[src/rtl/isa_pkg.sv]
// ISA constants, instruction-word layout and loader FSM state shared by encoder and decoder.
package isa_pkg;

    localparam int unsigned WORD_W = 32;
    localparam int unsigned OPC_W  = 5;
    localparam int unsigned REG_W  = 5;
    localparam int unsigned IMM_W  = 17;

    // Bit positions (LSB) of each field inside the 32-bit instruction word
    localparam int unsigned OPC_LSB   = 27;
    localparam int unsigned RD_LSB    = 22;
    localparam int unsigned RS_LSB    = 17;
    localparam int unsigned RT_LSB    = 12;
    localparam int unsigned SHAMT_LSB = 7;
    localparam int unsigned ALUOP_LSB = 2;
    localparam int unsigned IMM_LSB   = 0;

    localparam logic [OPC_W-1:0] OP_RTYPE = 5'b00000;
    localparam logic [OPC_W-1:0] OP_ADDI  = 5'b00101;
    localparam logic [OPC_W-1:0] OP_SW    = 5'b00111;
    localparam logic [OPC_W-1:0] OP_LW    = 5'b01000;

    typedef enum logic [1:0] {
        ST_IDLE  = 2'd0,
        ST_LOAD  = 2'd1,
        ST_WRITE = 2'd2,
        ST_DONE  = 2'd3
    } wr_state_t;

    // True for the opcodes the control decoder understands
    function automatic logic is_supported_op(input logic [OPC_W-1:0] op);
        logic ok;
        ok = 1'b0;
        case (op)
            OP_RTYPE, OP_ADDI, OP_SW, OP_LW: ok = 1'b1;
            default:                         ok = 1'b0;
        endcase
        return ok;
    endfunction

endpackage

[src/rtl/instr_stream_writer_if.sv]
// Field-bundle stream in, instruction-memory write bus out.
interface instr_stream_writer_if #(
    parameter int unsigned ADDR_W = 12
);
    import isa_pkg::*;

    logic                 in_valid;
    logic                 in_ready;
    logic [OPC_W-1:0]     in_opcode;
    logic [REG_W-1:0]     in_rd;
    logic [REG_W-1:0]     in_rs;
    logic [REG_W-1:0]     in_rt;
    logic [REG_W-1:0]     in_shamt;
    logic [REG_W-1:0]     in_aluop;
    logic [IMM_W-1:0]     in_imm;
    logic                 in_last;
    logic                 imem_wren;
    logic [ADDR_W-1:0]    imem_addr;
    logic [WORD_W-1:0]    imem_data;

    modport master (
        output in_valid, in_opcode, in_rd, in_rs, in_rt, in_shamt, in_aluop, in_imm, in_last,
        input  in_ready, imem_wren, imem_addr, imem_data
    );

    modport slave (
        input  in_valid, in_opcode, in_rd, in_rs, in_rt, in_shamt, in_aluop, in_imm, in_last,
        output in_ready, imem_wren, imem_addr, imem_data
    );

endinterface

[src/rtl/instr_pack.sv]
// Combinational packer from decoded fields to the 32-bit ISA word.
module instr_pack
    import isa_pkg::*;
(
    input  logic [OPC_W-1:0]  opcode,
    input  logic [REG_W-1:0]  rd,
    input  logic [REG_W-1:0]  rs,
    input  logic [REG_W-1:0]  rt,
    input  logic [REG_W-1:0]  shamt,
    input  logic [REG_W-1:0]  aluop,
    input  logic [IMM_W-1:0]  imm,
    output logic [WORD_W-1:0] word_c,
    output logic              is_supported
);

    // R-type carries rt/shamt/aluop with two zero LSBs; I-types carry the 17-bit immediate
    always_comb begin
        word_c                        = '0;
        is_supported                  = is_supported_op(opcode);
        word_c[OPC_LSB +: OPC_W]      = opcode;
        word_c[RD_LSB  +: REG_W]      = rd;
        word_c[RS_LSB  +: REG_W]      = rs;
        if (opcode == OP_RTYPE) begin
            word_c[RT_LSB    +: REG_W] = rt;
            word_c[SHAMT_LSB +: REG_W] = shamt;
            word_c[ALUOP_LSB +: REG_W] = aluop;
        end else begin
            word_c[IMM_LSB +: IMM_W]   = imm;
        end
    end

endmodule

[src/rtl/instr_stream_writer.sv]
// Accepts decoded instruction bundles and writes packed words to consecutive imem addresses.
module instr_stream_writer
    import isa_pkg::*;
#(
    parameter int unsigned ADDR_W = 12,
    parameter int unsigned BASE   = 0
) (
    input  logic                  clock,
    input  logic                  reset,
    input  logic                  start,
    instr_stream_writer_if.slave  bus,
    output logic                  busy,
    output logic                  done,
    output logic                  err_opcode,
    output logic                  overflow,
    output logic [ADDR_W:0]       word_count
);

    localparam int unsigned       CNT_W     = ADDR_W + 1;
    localparam logic [ADDR_W-1:0] ADDR_MAX  = '1;
    localparam logic [ADDR_W-1:0] BASE_ADDR = ADDR_W'(BASE);

    wr_state_t          state;
    logic [ADDR_W-1:0]  addr_ptr;
    logic               last_q;
    logic               in_ready_q;
    logic               wren_q;
    logic [ADDR_W-1:0]  addr_q;
    logic [WORD_W-1:0]  data_q;
    logic [WORD_W-1:0]  word_c;
    logic               supported_c;

    instr_pack u_pack (
        .opcode       (bus.in_opcode),
        .rd           (bus.in_rd),
        .rs           (bus.in_rs),
        .rt           (bus.in_rt),
        .shamt        (bus.in_shamt),
        .aluop        (bus.in_aluop),
        .imm          (bus.in_imm),
        .word_c       (word_c),
        .is_supported (supported_c)
    );

    assign bus.in_ready  = in_ready_q;
    assign bus.imem_wren = wren_q;
    assign bus.imem_addr = addr_q;
    assign bus.imem_data = data_q;

    // Session FSM; every output is registered from the state being entered
    always_ff @(posedge clock or posedge reset) begin
        if (reset) begin
            state      <= ST_IDLE;
            addr_ptr   <= '0;
            last_q     <= 1'b0;
            in_ready_q <= 1'b0;
            wren_q     <= 1'b0;
            addr_q     <= '0;
            data_q     <= '0;
            busy       <= 1'b0;
            done       <= 1'b0;
            err_opcode <= 1'b0;
            overflow   <= 1'b0;
            word_count <= '0;
        end else begin
            wren_q <= 1'b0;
            done   <= 1'b0;
            case (state)
                ST_IDLE: begin
                    if (start) begin
                        state      <= ST_LOAD;
                        in_ready_q <= 1'b1;
                        busy       <= 1'b1;
                        addr_ptr   <= BASE_ADDR;
                        word_count <= '0;
                        err_opcode <= 1'b0;
                        overflow   <= 1'b0;
                    end
                end
                ST_LOAD: begin
                    // in_ready is high throughout LOAD, so in_valid alone marks a transfer
                    if (bus.in_valid) begin
                        if (supported_c) begin
                            state      <= ST_WRITE;
                            in_ready_q <= 1'b0;
                            wren_q     <= 1'b1;
                            addr_q     <= addr_ptr;
                            data_q     <= word_c;
                            last_q     <= bus.in_last;
                        end else begin
                            err_opcode <= 1'b1;
                            if (bus.in_last) begin
                                state      <= ST_DONE;
                                in_ready_q <= 1'b0;
                                busy       <= 1'b0;
                                done       <= 1'b1;
                            end
                        end
                    end
                end
                ST_WRITE: begin
                    word_count <= word_count + CNT_W'(1);
                    // Pointer saturates at the top of the address space instead of wrapping
                    if (addr_ptr != ADDR_MAX) begin
                        addr_ptr <= addr_ptr + ADDR_W'(1);
                    end
                    if (last_q || (addr_ptr == ADDR_MAX)) begin
                        state      <= ST_DONE;
                        in_ready_q <= 1'b0;
                        busy       <= 1'b0;
                        done       <= 1'b1;
                        if (addr_ptr == ADDR_MAX) begin
                            overflow <= 1'b1;
                        end
                    end else begin
                        state      <= ST_LOAD;
                        in_ready_q <= 1'b1;
                    end
                end
                ST_DONE: begin
                    state <= ST_IDLE;
                end
                default: begin
                    state <= ST_IDLE;
                end
            endcase
        end
    end

endmodule

[src/flat_wrapper.sv]
// flat-port wrapper written by rule: the top's interface ports become plain ports
module instr_stream_writer_flat import isa_pkg::*;
#(
    parameter int unsigned ADDR_W = 12,
    parameter int unsigned BASE   = 0
)
  (clock, reset, start, busy, done, err_opcode, overflow, word_count, bus_in_valid, bus_in_opcode, bus_in_rd, bus_in_rs, bus_in_rt, bus_in_shamt, bus_in_aluop, bus_in_imm, bus_in_last, bus_in_ready, bus_imem_wren, bus_imem_addr, bus_imem_data);
  instr_stream_writer_if #(.ADDR_W(ADDR_W)) bus_i ();
  input  logic clock;
  input  logic reset;
  input  logic start;
  output logic busy;
  output logic done;
  output logic err_opcode;
  output logic overflow;
  output logic [ADDR_W:0] word_count;
  input wire logic [$bits(bus_i.in_valid)-1:0] bus_in_valid;
  input wire logic [$bits(bus_i.in_opcode)-1:0] bus_in_opcode;
  input wire logic [$bits(bus_i.in_rd)-1:0] bus_in_rd;
  input wire logic [$bits(bus_i.in_rs)-1:0] bus_in_rs;
  input wire logic [$bits(bus_i.in_rt)-1:0] bus_in_rt;
  input wire logic [$bits(bus_i.in_shamt)-1:0] bus_in_shamt;
  input wire logic [$bits(bus_i.in_aluop)-1:0] bus_in_aluop;
  input wire logic [$bits(bus_i.in_imm)-1:0] bus_in_imm;
  input wire logic [$bits(bus_i.in_last)-1:0] bus_in_last;
  output wire logic [$bits(bus_i.in_ready)-1:0] bus_in_ready;
  output wire logic [$bits(bus_i.imem_wren)-1:0] bus_imem_wren;
  output wire logic [$bits(bus_i.imem_addr)-1:0] bus_imem_addr;
  output wire logic [$bits(bus_i.imem_data)-1:0] bus_imem_data;
  assign bus_i.in_valid = bus_in_valid;
  assign bus_i.in_opcode = bus_in_opcode;
  assign bus_i.in_rd = bus_in_rd;
  assign bus_i.in_rs = bus_in_rs;
  assign bus_i.in_rt = bus_in_rt;
  assign bus_i.in_shamt = bus_in_shamt;
  assign bus_i.in_aluop = bus_in_aluop;
  assign bus_i.in_imm = bus_in_imm;
  assign bus_i.in_last = bus_in_last;
  assign bus_in_ready = bus_i.in_ready;
  assign bus_imem_wren = bus_i.imem_wren;
  assign bus_imem_addr = bus_i.imem_addr;
  assign bus_imem_data = bus_i.imem_data;
  instr_stream_writer #(.ADDR_W(ADDR_W), .BASE(BASE)) u_core (.clock(clock), .reset(reset), .start(start), .bus(bus_i), .busy(busy), .done(done), .err_opcode(err_opcode), .overflow(overflow), .word_count(word_count));
endmodule
[config.mk]
export PLATFORM = sky130hd
export DESIGN_NAME = instr_stream_writer_flat
export DESIGN_NICKNAME = d
export VERILOG_FILES = /design/src/rtl/isa_pkg.sv /design/src/rtl/instr_stream_writer_if.sv /design/src/rtl/instr_pack.sv /design/src/rtl/instr_stream_writer.sv /design/src/flat_wrapper.sv
export SDC_FILE = /design/constraint.sdc
export NUM_CORES = 1
export LEC_CHECK = 0
export BUFFER_PORTS_ARGS = -buffer_cell sky130_fd_sc_hd__buf_2
export CAP_MARGIN = 20
export CORE_ASPECT_RATIO = 1.75
export CORE_UTILIZATION = 35
export CTS_BUF_LIST = sky130_fd_sc_hd__clkbuf_16
export CTS_CLUSTER_SIZE = 20
export DETAILED_ROUTE_END_ITERATION = 7
export PLACE_DENSITY = 0.69
export RECOVER_POWER = 100
export REMOVE_ABC_BUFFERS = 1
export SLEW_MARGIN = 10
export SYNTH_ARGS = -nofsm -noshare
export SYNTH_HDL_FRONTEND = slang
export SYNTH_HIERARCHICAL = 1
export SYNTH_SLANG_ARGS = --single-unit
[constraint.sdc]
create_clock -name clock -period 2.6 [get_ports clock]
set_clock_uncertainty 0.1 [all_clocks]
set_input_delay 0.13 -clock clock [delete_from_list [all_inputs] [get_ports clock]]
set_output_delay 0.13 -clock clock [all_outputs]
set_load 0.05 [all_outputs]
==> flow_metrics.py <==
metrics = {
    "status": {
        "status": "finished, violations left",
        "violations": "max-capacitance violations, max-slew violations",
    },
    "synth": {
        "synthSimpleGateAreaFrac_pct": 12.68,
        "yosysTopAreaCell": "dfrtp_1",
        "synth_top_family_by_area": "multiplexers",
        "synthFlopType": "dfrtp_1",
        "synth_seq_cells": 78,
        "synth_warnings": 6,
        "synth_area_leaders": "dfrtp_1 (51%), mux2_2 (16%), mux2_4 (3.5%), buf_4 (3.1%), nand2_1 (2.2%)",
        "netlist_area_sq_um": 3847,
        "yosys.cell_types.count": 44,
        "synthMuxAreaShare_pct": 20.13,
        "synth_edf_count": 0,
        "synth_top_area_share_pct": 50.73,
        "avgSynthCellArea_sq_um": 11.91,
        "synthCells": 323,
        "synth-xor-area-share_pct": 1.138,
        "synth_compound_area_share_pct": 7.610,
        "async_flop_share_pct": 100.0,
        "synth_fa_ha_area_share_pct": 1.951,
        "ys_seq_area_share_pct": 50.73,
    },
    "timing": {
        "fin_crit_sh_pct": 91.17,
        "fmax_ghz": 0.4219,
        "slew_headroom_pct": -0.7200,
        "rsz0062_at_grt": "no",
        "tns_ps": 0,
        "hold_violations": 0,
        "min_period_ps": 2370,
        "slew_violations": 40,
        "whs_ps": 40.19,
        "setup_violations": 0,
        "timing_worst_slew_pin_value_ps": 1509,
    },
    "drt": {
        "vias_per_cell": 5.105,
        "drc": 0,
        "firstDrtPassIters": 4,
        "drt_iter0_markers": 131,
        "vias": 2961,
        "ant_nets": 0,
        "avgRoutedWirePerCell_um": 14.71,
        "routed_wl_um": 8534,
    },
    "clock_tree": {
        "path_clk_slew_ps": 60,
        "cts.sinks": 78,
        "cts_resized": 0,
        "clockBufferDepth": 2,
        "cts_tree": "built",
        "cts_buffers": 9,
        "cts_max_level": 3,
        "insertion_delay_ps": 330,
        "clockRootBuffer": "clkbuf_16",
    },
    "worst_hold_path": {
        "holdCritStartpoint": "bus_in_shamt[1]",
        "hold_class": "input port to flip-flop",
    },
    "global_routing": {
        "grt_pass1_vias": 3110,
        "track_usage_pct": 16.32,
        "grt_max_degree": 40,
        "antenna_found_initial": 0,
        "grt_overflow": 0,
        "grt_pass1_wl_um": 14230,
    },
    "cells_and_area": {
        "antenna_cells": 0,
        "regArea_sq_um": 1952,
        "stdcell_count": 580,
        "final_layout_size_suffix_gt1_share_pct": 28.89,
        "finish.utilization_pct": 44.66,
        "multiInputGateArea_sq_um": 1639,
        "fillCellCount": 1018,
        "area_growth_pct": 24.16,
        "final_nets": 503,
    },
    "place": {
        "place_congestion": 0.7825,
        "dp_hpwl_um": 6299,
        "portBuffers": 114,
        "place_inst": 547,
    },
    "critical_path": {
        "cp_data_required_time_ps": 2720,
        "r2r_slack_ps": 270,
        "cp_max_fo": 17,
        "arrival_ps": 2490,
        "critPathCaptureType": "flip-flop",
        "cp-start-kind": "input port",
        "critPathKind": "input port to flip-flop",
        "r2r-start": "u_core/state[0]$_DFFE_PP0P_",
        "startpoint": "bus_in_opcode[2]",
    },
    "die": {
        "die-width_um": 81.26,
        "core_sq_um": 10700,
        "start_util_pct": 35.96,
        "dieArea_sq_um": 11430,
        "rows": 50,
        "pin_count": 115,
        "die-height_um": 140.7,
    },
    "power_and_ir_drop": {
        "powerDensity_nw_per_um2": 1115,
        "p_leak_nw": 2.203,
        "vdd_drop_max_mv": 0.6021,
    },
    "job": {
        "cap_violations": 1,
    },
}
## cell usage in the layout, fill, tap and decap left out, drive strengths merged, types with 6 or more instances in the layout
| master | instances |
|---|---|
| nand3 | 9 |
| buf | 51 |
| dlygate4sd3 | 17 |
| nor2 | 14 |
| nand4 | 9 |
| clkbuf | 78 |
| and4 | 6 |
| nand2 | 23 |
| a21oi | 16 |
| mux2 | 64 |
| inv | 8 |
| or3 | 6 |
| o21ai | 11 |
| ha | 6 |
| dfrtp | 78 |
## per-layer routing
metal  vias up  share of wire [%]  GRT usage, %
met2        94                 53         28.08
li1       1403                  -             -
met5         -                  0             0
met3        20                5.2         4.660
met1      1444                 39         17.36
met4         0                3.2         9.117
## cell usage after synthesis (3+ instances only)
| library cell | count |
|---|---|
| xor2_1 | 5 |
| buf_2 | 5 |
| nand3_1 | 7 |
| nand4_1 | 9 |
| buf_4 | 16 |
| mux2_2 | 55 |
| nand2_1 | 23 |
| nand3b_1 | 3 |
| or4_1 | 5 |
| o31ai_1 | 4 |
| or3_1 | 6 |
| o21ai_0 | 11 |
| mux2_4 | 9 |
| ha_1 | 6 |
| and4_1 | 6 |
| a31oi_1 | 5 |
| nor3_1 | 3 |
| dfrtp_1 | 78 |
| nor2_1 | 14 |
| inv_1 | 7 |
| a21oi_1 | 16 |
## logic make-up (layout without fill, tap and decap cells)
logic type,count (synthesis),count (layout)
AOI/OAI and AO/OA,47,47
buffers and inverters,33,160
muxes,66,66
adders and majority gates,6,6
xor gates and xnor gates,5,5
and+or+nand+nor,88,88
DFF,78,78
## sequential cells by signal, indices dropped and copies added, names as in the netlist
name and cells:
u_core/addr_ptr 12, u_core/bus.imem_addr 12, u_core/bus.imem_data 32, u_core/bus.imem_wren 1
u_core/bus.in_ready 1, u_core/busy 1, u_core/done 1, u_core/err_opcode 1
u_core/last_q 1, u_core/overflow 1, u_core/state 2, u_core/word_count 13
## power breakdown
group,internal [mW],leakage [nW],switching (mW)
clock network,0.825,0.153,0.470
registers,1.56,1.03,0.229
logic,0.602,1.02,1.64
## metrics by stage
stage | setup WS (ps) | power, mW | area, sq um
floorplan | 375.0 | 3.547 | 3652
global placement | 428.3 | 4.080 | 4432
detailed placement | 390.5 | 4.142 | 4432
CTS | 209.7 | 5.485 | 4907
global route | 131.5 | 5.591 | 4777
finish | 229.5 | 5.325 | 4777
## layout make-up
type	instances	share of cell area [%]
multi-input combinational	212	34.31
tap	130	3.405
clock inverter	7	1.676
sequential	78	40.86
inverter	7	0.5500
clock buffer	9	4.715
timing repair buffer	137	14.48
## final timing paths
path	to	depth (start not counted)
hold / removal	u_core/bus.imem_data[8]$_DFFE_PP0P_	3
setup reg to reg	u_core/word_count[12]$_DFFE_PP0P_	6
setup / recovery	u_core/bus.imem_data[12]$_DFFE_PP0P_	6
max in group asynchronous	u_core/addr_ptr[9]$_DFFE_PP0P_	4
min in group asynchronous	u_core/bus.imem_data[10]$_DFFE_PP0P_	3
hold reg to reg	u_core/bus.imem_addr[9]$_DFFE_PP0P_	1
## worst max-delay path: stages
cell and delay, ps:
dlygate4sd3_1 540, clkbuf_1 120, or3_1 380, or3_1 620, mux2_1 430, mux2_2 260
## timing repair
item / CTS / global route
setup buffers: 0 / 0
hold endpoints to repair: 52 / 0
setup endpoints to repair: 0 / 0
hold buffers: 17 / 0
No activity file was read; power rests on OpenSTA's default activity.
